`config.mk`:
```
export PLATFORM = sky130hd
export DESIGN_NAME = pid_error_frontend
export DESIGN_NICKNAME = d
export VERILOG_FILES = /design/src/rtl/pid_error_frontend.sv
export SDC_FILE = /design/constraint.sdc
export NUM_CORES = 1
export LEC_CHECK = 0
export ABC_AREA = 1
export BUFFER_PORTS_ARGS = -buffer_cell sky130_fd_sc_hd__buf_2
export CORE_MARGIN = 4
export CORE_UTILIZATION = 40
export CTS_CLUSTER_SIZE = 40
export DETAILED_ROUTE_END_ITERATION = 6
export GPL_ROUTABILITY_DRIVEN = 0
export GPL_TIMING_DRIVEN = 0
export PLACE_DENSITY = 0.59
export SLEW_MARGIN = 20
export SYNTH_ARGS = -nofsm -noshare
export SYNTH_HDL_FRONTEND = slang
export SYNTH_SLANG_ARGS = --single-unit
```
`constraint.sdc`:
```
create_clock -name clk -period 1.95 [get_ports clk]
set_input_delay 0.2925 -clock clk [delete_from_list [all_inputs] [get_ports clk]]
set_output_delay 0.2925 -clock clk [all_outputs]
set_load 0.01 [all_outputs]
```
`src/rtl/pid_error_frontend.sv`:
```
// Front end of the laser-loop PI controller. It averages ADC power-monitor
// samples, subtracts the average from a setpoint, then scales and clips the
// result into a 9-bit signed error word.
module pid_error_frontend #(
  parameter int ADC_W    = 12,
  parameter int AVG_LOG2 = 2,
  parameter int SHIFT    = 3
) (
  input  logic             clk,
  input  logic             reset,
  input  logic [ADC_W-1:0] adc_data,
  input  logic             adc_valid,
  input  logic [ADC_W-1:0] setpoint,
  input  logic             setpoint_load,
  output logic [8:0]       e_out,
  output logic             e_valid,
  output logic             sat_flag,
  output logic             overrun,
  output logic             busy
);

  localparam int ACC_W = ADC_W + AVG_LOG2;
  localparam int CNT_W = AVG_LOG2 + 1;
  localparam logic [CNT_W-1:0]        LAST  = CNT_W'((1 << AVG_LOG2) - 1);
  localparam logic signed [ADC_W:0]   E_MAX = (ADC_W+1)'(255);
  localparam logic signed [ADC_W:0]   E_MIN = (ADC_W+1)'(-256);

  typedef enum logic [1:0] {ACCUM, COMPUTE, EMIT} state_t;

  state_t            state_q, state_d;
  logic [ACC_W-1:0]  acc_q, acc_d;
  logic [CNT_W-1:0]  cnt_q, cnt_d;
  logic [ADC_W-1:0]  setpoint_q, setpoint_d;
  logic [8:0]        e_out_q, e_out_d;
  logic              sat_q, sat_d;
  logic              overrun_q, overrun_d;

  logic [ADC_W-1:0]  avg;
  logic signed [ADC_W:0] diff, scaled;
  logic [8:0]        e_clip;
  logic              clip;

  // Error datapath; only sampled into e_out_q during COMPUTE.
  always_comb begin
    avg    = acc_q[ACC_W-1:AVG_LOG2];
    diff   = $signed({1'b0, setpoint_q}) - $signed({1'b0, avg});
    scaled = diff >>> SHIFT;
    clip   = 1'b0;
    e_clip = scaled[8:0];
    if (scaled > E_MAX) begin
      clip   = 1'b1;
      e_clip = 9'h0FF;
    end else if (scaled < E_MIN) begin
      clip   = 1'b1;
      e_clip = 9'h100;
    end
  end

  always_comb begin
    state_d    = state_q;
    acc_d      = acc_q;
    cnt_d      = cnt_q;
    e_out_d    = e_out_q;
    sat_d      = sat_q;
    setpoint_d = setpoint_load ? setpoint : setpoint_q;
    // Samples landing in COMPUTE/EMIT are lost; remember that it happened.
    overrun_d  = overrun_q | (adc_valid && (state_q != ACCUM));
    case (state_q)
      ACCUM: begin
        if (adc_valid) begin
          acc_d = acc_q + ACC_W'(adc_data);
          cnt_d = cnt_q + CNT_W'(1);
          if (cnt_q == LAST) state_d = COMPUTE;
        end
      end
      COMPUTE: begin
        e_out_d = e_clip;
        sat_d   = clip;
        acc_d   = '0;
        cnt_d   = '0;
        state_d = EMIT;
      end
      EMIT:    state_d = ACCUM;
      default: state_d = ACCUM;
    endcase
  end

  always_ff @(posedge clk) begin
    if (reset) begin
      state_q    <= ACCUM;
      acc_q      <= '0;
      cnt_q      <= '0;
      setpoint_q <= '0;
      e_out_q    <= '0;
      sat_q      <= 1'b0;
      overrun_q  <= 1'b0;
    end else begin
      state_q    <= state_d;
      acc_q      <= acc_d;
      cnt_q      <= cnt_d;
      setpoint_q <= setpoint_d;
      e_out_q    <= e_out_d;
      sat_q      <= sat_d;
      overrun_q  <= overrun_d;
    end
  end

  assign e_out    = e_out_q;
  assign sat_flag = sat_q;
  assign overrun  = overrun_q;
  assign e_valid  = (state_q == EMIT);
  assign busy     = (state_q != ACCUM);

endmodule

```
==> impl_metrics.csv, run 1 <==
group,metric,value,unit
run_status,outcome,"finished clean",
timing,setup_tns,0,ns
cts,cts_buffers,5,
grt,grt_pass1_vias,2600,
cts,htreeDepth,2,
worst_setup_path,critical_path.max_stage_delay,0.38,ns
timing,drv_slew,0,
cts,cts_tree,"done",
die,initial_core_util,0.417,
route,post_drt_wl_per_cell,12.3,um
grt,grt_overflow,0,
finish,n_fill_cell,753,
timing,grt_setup_unrepaired,"no",
hold_path,hold_path.class,"primary input to flop",
grt,grt_max_degree,14,
place,place_ws,-0.0495,ns
finish,synthToLayoutAreaGrowth,17.6,%
route,viasPerCell,4.77,
timing,timing.final.crit_period,1.81,ns
worst_setup_path,crit_fanout,7,
worst_setup_path,required,2.14,ns
synth,synth-async-reset-ratio,0,
timing,worst_pin_slew,0.515,ns
timing,slew_headroom,0.657,
worst_setup_path,cp-end-kind,"flop",
route,wirelength,7210,um
synth,yosys_warnings,0,
synth,synth_top_area_cell,"dfxtp_1",
worst_setup_path,cpLargestDelayFamily,"simple AND/OR/NAND/NOR gates",
finish,stdcell_area,3370,um^2
route,drt-initial-drc-count,127,
worst_setup_path,path_buf_inv,3,
synth,synth_common_cells,"nand2_1 (107), nor2_1 (58), inv_1 (53)",
synth,synthCells,441,
worst_setup_path,cp.arrival,2.01,ns
route,dr.pass1.iters,4,
synth,syn_area,2860,um^2
finish,diodes,0,
synth,synth_edf_count,0,
place,placed_area,3180,um^2
cts,clkSlewWorstSetupHoldPaths,0.09,ns
route,post-route-drc-count,0,
cts,cts_num_sinks,42,
cts,clock-root-buffer,"clkbuf_8",
place,dp_hpwl,5650,um
timing,fin_worst_skew,0.0161,ns
power,vdd_ir_drop_max,0.000375,V
timing,fin_crit_sh,0.931,
route,via_count,2795,
timing,hold_ws,0.208,ns
place,numPortBuffers,39,
synth,synth_fp_nets,495,
worst_setup_path,critPathSlowestCell,"ha_2",
die,rows,30,
route,ant_nets,0,
timing,setup_ws,0.135,ns
worst_setup_path,crit_top_cell,"nand2_2",
worst_setup_path,start_kind,"flop",
worst_setup_path,crit_path_cell_trace,"inv_1 > ha_2 > nand2_2 > inv_2 > nand2_1 > nor2_1 > nand2_1 > nand3_1 > nand2_2 > nand3_2 > nand2_2 > inv_4 > a21oi_2",
synth,ys.flop_type,"dfxtp_1",
die,dieArea,8570,um^2
finish,drive_above_1_share,0.208,
cts,worstSkewPairLatency,0.30,ns
die,die_h,92.6,um
synth,yosys-top-cells-area,"dfxtp_1 (29%), nand2_1 (14%), ha_1 (11%)",
grt,grt_usage,0.170,
power,power_leakage,1.73,nW
power,power_density,739,nW/um^2
synth,netlist.area_leader.share,0.294,
synth,syn_avg_cell_area,6.49,um^2
synth,synth.most_common_cell,"nand2_1",
worst_setup_path,critPathKind,"flop to flop",
grt,grt_pass1_wl,11900,um
cts,cts_hold_buf,0,
synth,synth.distinct_cells,33,
finish,fin_nets,543,
timing,hold_violations,0,
timing,final-setup-viol-count,0,
die,ios,41,
die,core,6870,um^2
die,die_w,92.6,um
grt,antenna_found_initial,0,
synth,synth-seq-cells,42,
synth,ys_seq_area_frac,0.294,
timing,fmax,0.551,GHz
cts,cts_buffer_depth,2,
job,maxCapViolations,0,
-- placed cells by master (no fill, tap or decap), types with 2 or more instances in the layout --
cell	Yosys	routed
a21oi_1	37	33
a21oi_2	8	12
buf_1	2	2
buf_2	2	41
buf_4	0	2
clkbuf_1	4	5
clkbuf_8	0	5
dfxtp_1	42	39
dfxtp_2	0	3
ha_1	25	16
ha_2	0	5
ha_4	0	4
inv_1	53	53
inv_2	8	8
nand2_1	107	107
nand2_2	12	12
nand3_1	27	27
nand4_1	3	3
nor2_1	58	58
nor3_1	2	2
o21ai_0	30	30
xor2_1	4	4
-- report_power, final --
group | internal [mW] | leakage [nW] | switching, mW
sequential | 0.912 | 0.346 | 0.0410
clock | 0.253 | 0.0452 | 0.309
combinational | 0.362 | 1.34 | 0.611
-- path summary, 6_finish.rpt --
check	start	end	slack, ns	depth (start not counted)
min	setpoint[1]	setpoint_q[1]$_SDFFE_PP0P_	0.21	3
min reg2reg	e_out[2]$_SDFFE_PP0P_	e_out[2]$_SDFFE_PP0P_	0.45	2
max	acc_q[10]$_SDFFE_PP0P_	e_out[5]$_SDFFE_PP0P_	0.14	13
max reg2reg	acc_q[10]$_SDFFE_PP0P_	e_out[5]$_SDFFE_PP0P_	0.14	13
-- logic make-up after synthesis --
group	synth area share
AOI/OAI and AO/OA	0.158
buffers and inverters	0.0949
xor gates and xnor gates	0.0153
and+or+nand+nor	0.322
DFF	0.294
adders and majority gates	0.116
-- timing repair --
| action | 4_1_cts | 5_1_grt |
|---|---|---|
| gates resized for setup | 0 | 22 |
| setup buffers | 0 | 2 |
| endpoints found under the setup margin | 0 | 11 |
-- layout make-up --
class,count,area (um^2),area share
inverters,63,239,0.0710
multi-input cells,328,1830,0.545
flip-flops and latches,42,845,0.251
clock buffers,6,72.6,0.0216
well taps,96,120,0.0357
plain buffers,8,32.5,0.00967
clock inverters,2,13.8,0.00409
repair buffers,41,210,0.0625
-- through the flow --
| step | util | instances | total power, mW |
|---|---|---|---|
| 6_report | 0.490 | 586 | 2.49 |
| 5_1_grt | 0.490 | 586 | 2.69 |
| 4_1_cts | 0.475 | 584 | 2.45 |
| 3_5_place_dp | 0.462 | 576 | 1.89 |
| 3_3_place_gp | 0.462 | 576 | 1.87 |
| 2_1_floorplan | - | 441 | 1.67 |
-- metal layers --
metal  GRT usage  vias to the layer above  wire length [um]
met4      0.0347                        0                63
met2       0.276                       53              3170
li1            -                     1512                 -
met3      0.0301                        7               355
met5           0                        -                 0
met1       0.236                     1223              3620
-- state kept, by name, summed over array words and instances (netlist names) --
| register | count |
|---|---|
| acc_q | 14 |
| e_out | 9 |
| cnt_q | 3 |
| setpoint_q | 12 |
| sat_flag | 1 |
| state_q | 2 |
| overrun | 1 |
-- worst register-to-register path, stage by stage (launching register included) --
cell	delay, ns
dfxtp_1	0.35
inv_1	0.09
ha_2	0.38
nand2_2	0.09
inv_2	0.05
nand2_1	0.06
nor2_1	0.10
nand2_1	0.08
nand3_1	0.09
nand2_2	0.07
nand3_2	0.11
nand2_2	0.07
inv_4	0.12
a21oi_2	0.06
Note: power is estimated with default switching activity, not from simulation.
==> run 2, diff against run 1 <==
--- a/config.mk
+++ b/config.mk
@@ -7,6 +7,7 @@
 export LEC_CHECK = 0
 export ABC_AREA = 1
 export BUFFER_PORTS_ARGS = -buffer_cell sky130_fd_sc_hd__buf_2
+export CORE_ASPECT_RATIO = 1.75
 export CORE_MARGIN = 4
 export CORE_UTILIZATION = 40
 export CTS_CLUSTER_SIZE = 40
==> run 2 against run 1 <==
Hold slack better by 0.018 ns. Count of clock-buffer cells in the layout unchanged. Sequential power about the same. Worst setup slack better by 0.0013 ns. Clock power up 71%. Critical path depth unchanged.
==> impl_metrics.csv, run 2 (same netlist as run 1, synthesis figures left out) <==
group,metric,value,unit
finish,largest_register,"acc_q",
die,initial_core_util,0.414,
finish,drive_above_1_share,0.205,
power,power_frac_comb,0.332,
power,pwr-share-seq,0.332,
finish,fin_nets,542,
grt,grt_usage,0.178,
finish,mostFrequentLayoutCells,"nand2_1 (107), nor2_1 (58), inv_1 (52), buf_2 (41), dfxtp_1 (41)",
finish,largest_reg_flops,14,
power,power_density,841,nW/um^2
finish,multi_input_area,1820,um^2
die,ios,41,
place,dp_hpwl,5970,um
finish,n_fill_cell,739,
timing,final-setup-viol-count,0,
die,die_w,71.9,um
timing,grt_setup_unrepaired,"no",
timing,fin_crit_sh,0.930,
worst_setup_path,cp.arrival,1.98,ns
cts,clock-root-buffer,"clkbuf_16",
route,wirelength,7150,um
cts,cts_tree,"done",
cts,worstSkewPairLatency,0.29,ns
power,finalPower,2.86,mW
cts,cts_num_sinks,42,
job,maxCapViolations,0,
route,drt-initial-drc-count,121,
worst_setup_path,cp-end-kind,"flop",
cts,htreeDepth,2,
route,dr.pass1.iters,4,
finish,regArea,842,um^2
worst_setup_path,rrSetupSlack,0.14,ns
route,via_count,2822,
power,clkPwrFrac,0.336,
finish,stdcell_area,3410,um^2
die,rows,40,
grt,grt_overflow,0,
power,vdd_ir_drop_max,0.000437,V
worst_setup_path,crit_fanout,7,
finish,final_common_cell,"nand2_1",
cts,clkSlewWorstSetupHoldPaths,0.06,ns
die,dieArea,8620,um^2
cts,cts_buffer_depth,2,
grt,grt_pass1_vias,2809,
timing,hold_violations,0,
power,internal_power,1.89,mW
finish,synthToLayoutAreaGrowth,19.0,%
die,die_h,120,um
cts,cts_buffers,5,
route,post-route-drc-count,0,
cts,cts_hold_buf,0,
timing,worst_pin_slew,0.515,ns
timing,slew_headroom,0.656,
finish,diodes,0,
timing,fin_worst_skew,0.00725,ns
worst_setup_path,start_kind,"flop",
worst_setup_path,required,2.12,ns
timing,timing.final.crit_period,1.81,ns
power,switching_share,0.339,
grt,grt_max_degree,13,
power,power_leakage,1.77,nW
worst_setup_path,critPathKind,"flop to flop",
place,placed_area,3160,um^2
route,post_drt_wl_per_cell,12.5,um
grt,antenna_found_initial,0,
run_status,outcome,"finished clean",
hold_path,hold_path.class,"primary input to flop",
route,viasPerCell,4.93,
timing,drv_slew,0,
timing,fmax,0.551,GHz
route,ant_nets,0,
grt,grt_pass1_wl,12100,um
place,numPortBuffers,39,
die,core,6910,um^2
power,p_sw,970,uW
-- run 2: changes by cell type in the layout (fill, tap and decap cells not counted), moves of 2 or more --
cell | before | now
clkbuf_16 | 0 | 5
clkbuf_8 | 5 | 1
dfxtp_1 | 39 | 41
dfxtp_2 | 3 | 1
ha_4 | 4 | 2
-- run 2: repair_timing --
action                                  in CTS  in global routing
endpoints found under the setup margin       0                 11
gates resized for setup                      0                 19
setup buffers                                0                  1
-- run 2: final cells by class --
type,instances,share of cell area
inverters,63,0.0702
repair buffers,40,0.0595
well taps,84,0.0309
clock inverters,1,0.00882
clock buffers,6,0.0408
plain buffers,8,0.00955
flip-flops and latches,42,0.247
multi-input cells,328,0.533
-- run 2: power by group through the flow --
stage	Combinational (mW)	Clock, mW	Sequential, mW
after detailed placement	0.920	0	0.967
after global routing	1.09	1.02	0.958
final	0.950	0.963	0.950
after global placement	0.914	0	0.965
after CTS	0.925	0.989	0.948
after floorplan	0.716	0	0.956
-- run 2: metrics by stage --
stage          setup slack (ns)  instances  utilization  hold WS (ns)  setup TNS [ns]
6_report                  0.137        572        0.493         0.226               0
5_1_grt                 0.00228        572        0.493         0.241               0
4_1_cts                0.000626        571        0.482         0.228               0
3_5_place_dp            -0.0556        564        0.458         0.437         -0.0556
3_3_place_gp            -0.0464        564        0.458         0.433         -0.0464
2_1_floorplan             0.276        441            -         0.423               0
-- run 2: worst max-delay path, cell delays in order (launching register included) --
cell     delay (ns)
dfxtp_1        0.37
inv_1          0.06
ha_2           0.37
nand2_1        0.08
inv_2          0.06
nand2_1        0.07
nor2_1         0.11
nand2_1        0.08
nand3_1        0.09
nand2_2        0.07
nand3_2        0.09
nand2_2        0.07
inv_4          0.11
a21oi_2        0.06
-- run 2: worst paths after layout --
| kind | startpoint | to | cells after the start |
|---|---|---|---|
| worst max register to register | acc_q[11]$_SDFFE_PP0P_ | e_out[7]$_SDFFE_PP0P_ | 13 |
| worst max-delay path | acc_q[11]$_SDFFE_PP0P_ | e_out[7]$_SDFFE_PP0P_ | 13 |
| worst min-delay path | setpoint[10] | setpoint_q[10]$_SDFFE_PP0P_ | 3 |
| worst min register to register | setpoint_q[0]$_SDFFE_PP0P_ | setpoint_q[0]$_SDFFE_PP0P_ | 2 |
-- run 2: routing by layer --
| layer | vias to the layer above | track usage | part of all wire | routed length [um] |
|---|---|---|---|---|
| met1 | 1253 | 0.177 | 0.38 | 2730 |
| li1 | 1513 | - | - | - |
| met2 | 44 | 0.349 | 0.56 | 4040 |
| met3 | 12 | 0.0277 | 0.025 | 181 |
| met4 | 0 | 0.0765 | 0.029 | 206 |
| met5 | - | 0 | 0 | 0 |
==> run 3, diff against run 2 <==
--- a/config.mk
+++ b/config.mk
@@ -9,12 +9,12 @@
 export BUFFER_PORTS_ARGS = -buffer_cell sky130_fd_sc_hd__buf_2
 export CORE_ASPECT_RATIO = 1.75
 export CORE_MARGIN = 4
-export CORE_UTILIZATION = 40
+export CORE_UTILIZATION = 58
 export CTS_CLUSTER_SIZE = 40
 export DETAILED_ROUTE_END_ITERATION = 6
 export GPL_ROUTABILITY_DRIVEN = 0
 export GPL_TIMING_DRIVEN = 0
-export PLACE_DENSITY = 0.59
+export PLACE_DENSITY = 0.81
 export SLEW_MARGIN = 20
 export SYNTH_ARGS = -nofsm -noshare
 export SYNTH_HDL_FRONTEND = slang
==> run 3 against run 2 <==
Final area decreased by 2.2%. Critical path depth is the same. Sequential share of layout area grew 0.68 points. Routed wire length shrank 0.41%. Clock skew down 0.0023 ns. Fmax grew 1.3%. Power decreased by 7.8%. Worst setup slack gained 0.023 ns. Via count increased by 3.2%. Sequential power is essentially flat. Global-route usage is 6.5 points higher. Sequential cell count stayed put. Largest power group is now combinational logic.
==> impl_metrics.csv, run 3 (same netlist as run 1, synthesis figures left out) <==
group,metric,value,unit
worst_setup_path,critPathKind,"flop to flop",
timing,slew_headroom,0.658,
finish,largest_register,"acc_q",
finish,drive_above_1_share,0.205,
timing,fin_worst_skew,0.00497,ns
cts,cts_num_sinks,42,
route,drt-initial-drc-count,113,
worst_setup_path,required,2.13,ns
worst_setup_path,start_kind,"flop",
power,power_density,793,nW/um^2
route,via_count,2913,
place,numPortBuffers,39,
worst_setup_path,r2r_cells,13,
cts,worstSkewPairLatency,0.29,ns
grt,antenna_found_initial,0,
run_status,outcome,"finished clean",
cts,htreeDepth,2,
cts,cts_tree,"done",
worst_setup_path,endpoint,"e_out[7]$_SDFFE_PP0P_",
power,power_leakage,1.74,nW
grt,grt_pass1_wl,11500,um
cts,cts_buffer_depth,2,
die,die_w,61.1,um
finish,fin_nets,541,
timing,final-setup-viol-count,0,
place,placed_area,3120,um^2
cts,cts_buffers,5,
die,dieArea,6170,um^2
route,wirelength,7120,um
worst_setup_path,cp.depth,13,
timing,drv_slew,0,
worst_setup_path,crit_path_cell_trace,"inv_1 > ha_4 > nand2_1 > inv_2 > nand2_1 > nor2_1 > nand2_1 > nand3_1 > nand2_2 > nand3_2 > nand2_2 > inv_4 > a21oi_2",
worst_setup_path,path_buf_inv,3,
timing,setup_ws,0.160,ns
grt,grt_usage,0.243,
cts,postCtsSetupBuffers,0,
timing,timing.final.crit_period,1.79,ns
route,ant_nets,0,
worst_setup_path,r2r-start,"acc_q[11]$_SDFFE_PP0P_",
die,rows,33,
cts,clkSlewWorstSetupHoldPaths,0.08,ns
finish,largest_reg_flops,14,
cts,clock-root-buffer,"clkbuf_8",
timing,fin_crit_sh,0.918,
power,internal_power,1.68,mW
worst_setup_path,rrSetupSlack,0.16,ns
finish,diodes,0,
die,initial_core_util,0.603,
hold_path,hold_depth,3,
finish,synthToLayoutAreaGrowth,16.4,%
power,p_sw,958,uW
worst_setup_path,cpLargestDelayFamily,"simple AND/OR/NAND/NOR gates",
die,core,4750,um^2
timing,worst_pin_slew,0.513,ns
worst_setup_path,startpoint,"acc_q[11]$_SDFFE_PP0P_",
power,power_frac_comb,0.371,
grt,grt_pass1_vias,2825,
power,vdd_ir_drop_max,0.000647,V
power,clkPwrFrac,0.268,
hold_path,min_from,"setpoint[9]",
die,die_h,101,um
timing,hold_violations,0,
finish,mostFrequentLayoutCells,"nand2_1 (107), nor2_1 (58), inv_1 (53), buf_2 (41), dfxtp_1 (38)",
route,dr.pass1.iters,5,
worst_setup_path,crit_top_cell,"nand2_1",
finish,final_common_cell,"nand2_1",
worst_setup_path,critical_path.max_stage_delay,0.40,ns
hold_path,hold_path.class,"primary input to flop",
job,maxCapViolations,0,
place,place_ws,-0.0263,ns
grt,grt_overflow,0,
power,switching_share,0.363,
worst_setup_path,cp.arrival,1.97,ns
worst_setup_path,critPathSlowestCell,"dfxtp_1",
route,post_drt_wl_per_cell,13.2,um
worst_setup_path,r2r_end,"e_out[7]$_SDFFE_PP0P_",
place,dp_hpwl,5690,um
grt,grt_max_degree,13,
worst_setup_path,cp-end-kind,"flop",
die,ios,41,
route,viasPerCell,5.40,
power,pwr-share-seq,0.361,
worst_setup_path,crit_fanout,7,
finish,stdcell_area,3330,um^2
route,post-route-drc-count,0,
timing,fmax,0.559,GHz
run 3: cell types whose count changed in the layout (fill, tap and decap cells not counted), sizes merged:
cell,delta
buf,-1
run 3: worst reg2reg max path: stages, from the launching register on:
cell and delay [ns]:
dfxtp_1 0.40, inv_1 0.10, ha_4 0.31, nand2_1 0.07
inv_2 0.06, nand2_1 0.06, nor2_1 0.10, nand2_1 0.08
nand3_1 0.09, nand2_2 0.07, nand3_2 0.10, nand2_2 0.07
inv_4 0.11, a21oi_2 0.06
run 3: per-stage QoR:
stage | TNS (ns) | hold slack, ns | total power, mW | instances | util
2_1_floorplan | 0 | 0.423 | 1.67 | 441 | -
3_3_place_gp | -0.0148 | 0.434 | 1.85 | 532 | 0.657
3_5_place_dp | -0.0263 | 0.441 | 1.88 | 532 | 0.657
4_1_cts | 0 | 0.222 | 2.58 | 539 | 0.681
5_1_grt | -0.00619 | 0.237 | 2.81 | 539 | 0.701
6_report | 0 | 0.221 | 2.64 | 539 | 0.701
run 3: worst min-delay path by stage:
stage / slack [ns] / end
detailed placement: 0.44 / setpoint_q[0]$_SDFFE_PP0P_
global placement: 0.43 / setpoint_q[0]$_SDFFE_PP0P_
CTS: 0.22 / setpoint_q[1]$_SDFFE_PP0P_
global route: 0.24 / setpoint_q[9]$_SDFFE_PP0P_
finish: 0.22 / setpoint_q[9]$_SDFFE_PP0P_
floorplan: 0.42 / setpoint_q[0]$_SDFFE_PP0P_
run 3: power by group through the flow:
stage / sequential [mW] / combinational [mW] / clock [mW]
after floorplan: 0.956 / 0.716 / 0
after global placement: 0.963 / 0.887 / 0
after detailed placement: 0.966 / 0.913 / 0
after CTS: 0.946 / 0.923 / 0.713
after global routing: 0.959 / 1.11 / 0.748
final: 0.953 / 0.980 / 0.708
run 3: area by class of cell:
class	instances	area (um^2)
Buffer	8	32.5
Clock buffer	6	82.6
Clock inverter	1	30.0
Fill cell	423	1420
Inverter	63	239
Multi-Input combinational cell	328	1840
Sequential cell	42	846
Tap cell	52	65.1
Timing Repair Buffer	39	195
run 3: repair_timing:
item / 4_1_cts / 5_1_grt
hold buffers: 0 / 0
setup endpoints to repair: 0 / 12
endpoints found under the hold margin: 0 / 0
resized for setup: 0 / 22
run 3: per-layer routing:
| layer | vias up | GRT usage | part of all wire |
|---|---|---|---|
| li1 | 1501 | - | - |
| met1 | 1305 | 0.233 | 0.38 |
| met2 | 79 | 0.467 | 0.54 |
| met3 | 28 | 0.0282 | 0.034 |
| met4 | 0 | 0.129 | 0.047 |
| met5 | - | 0 | 0 |
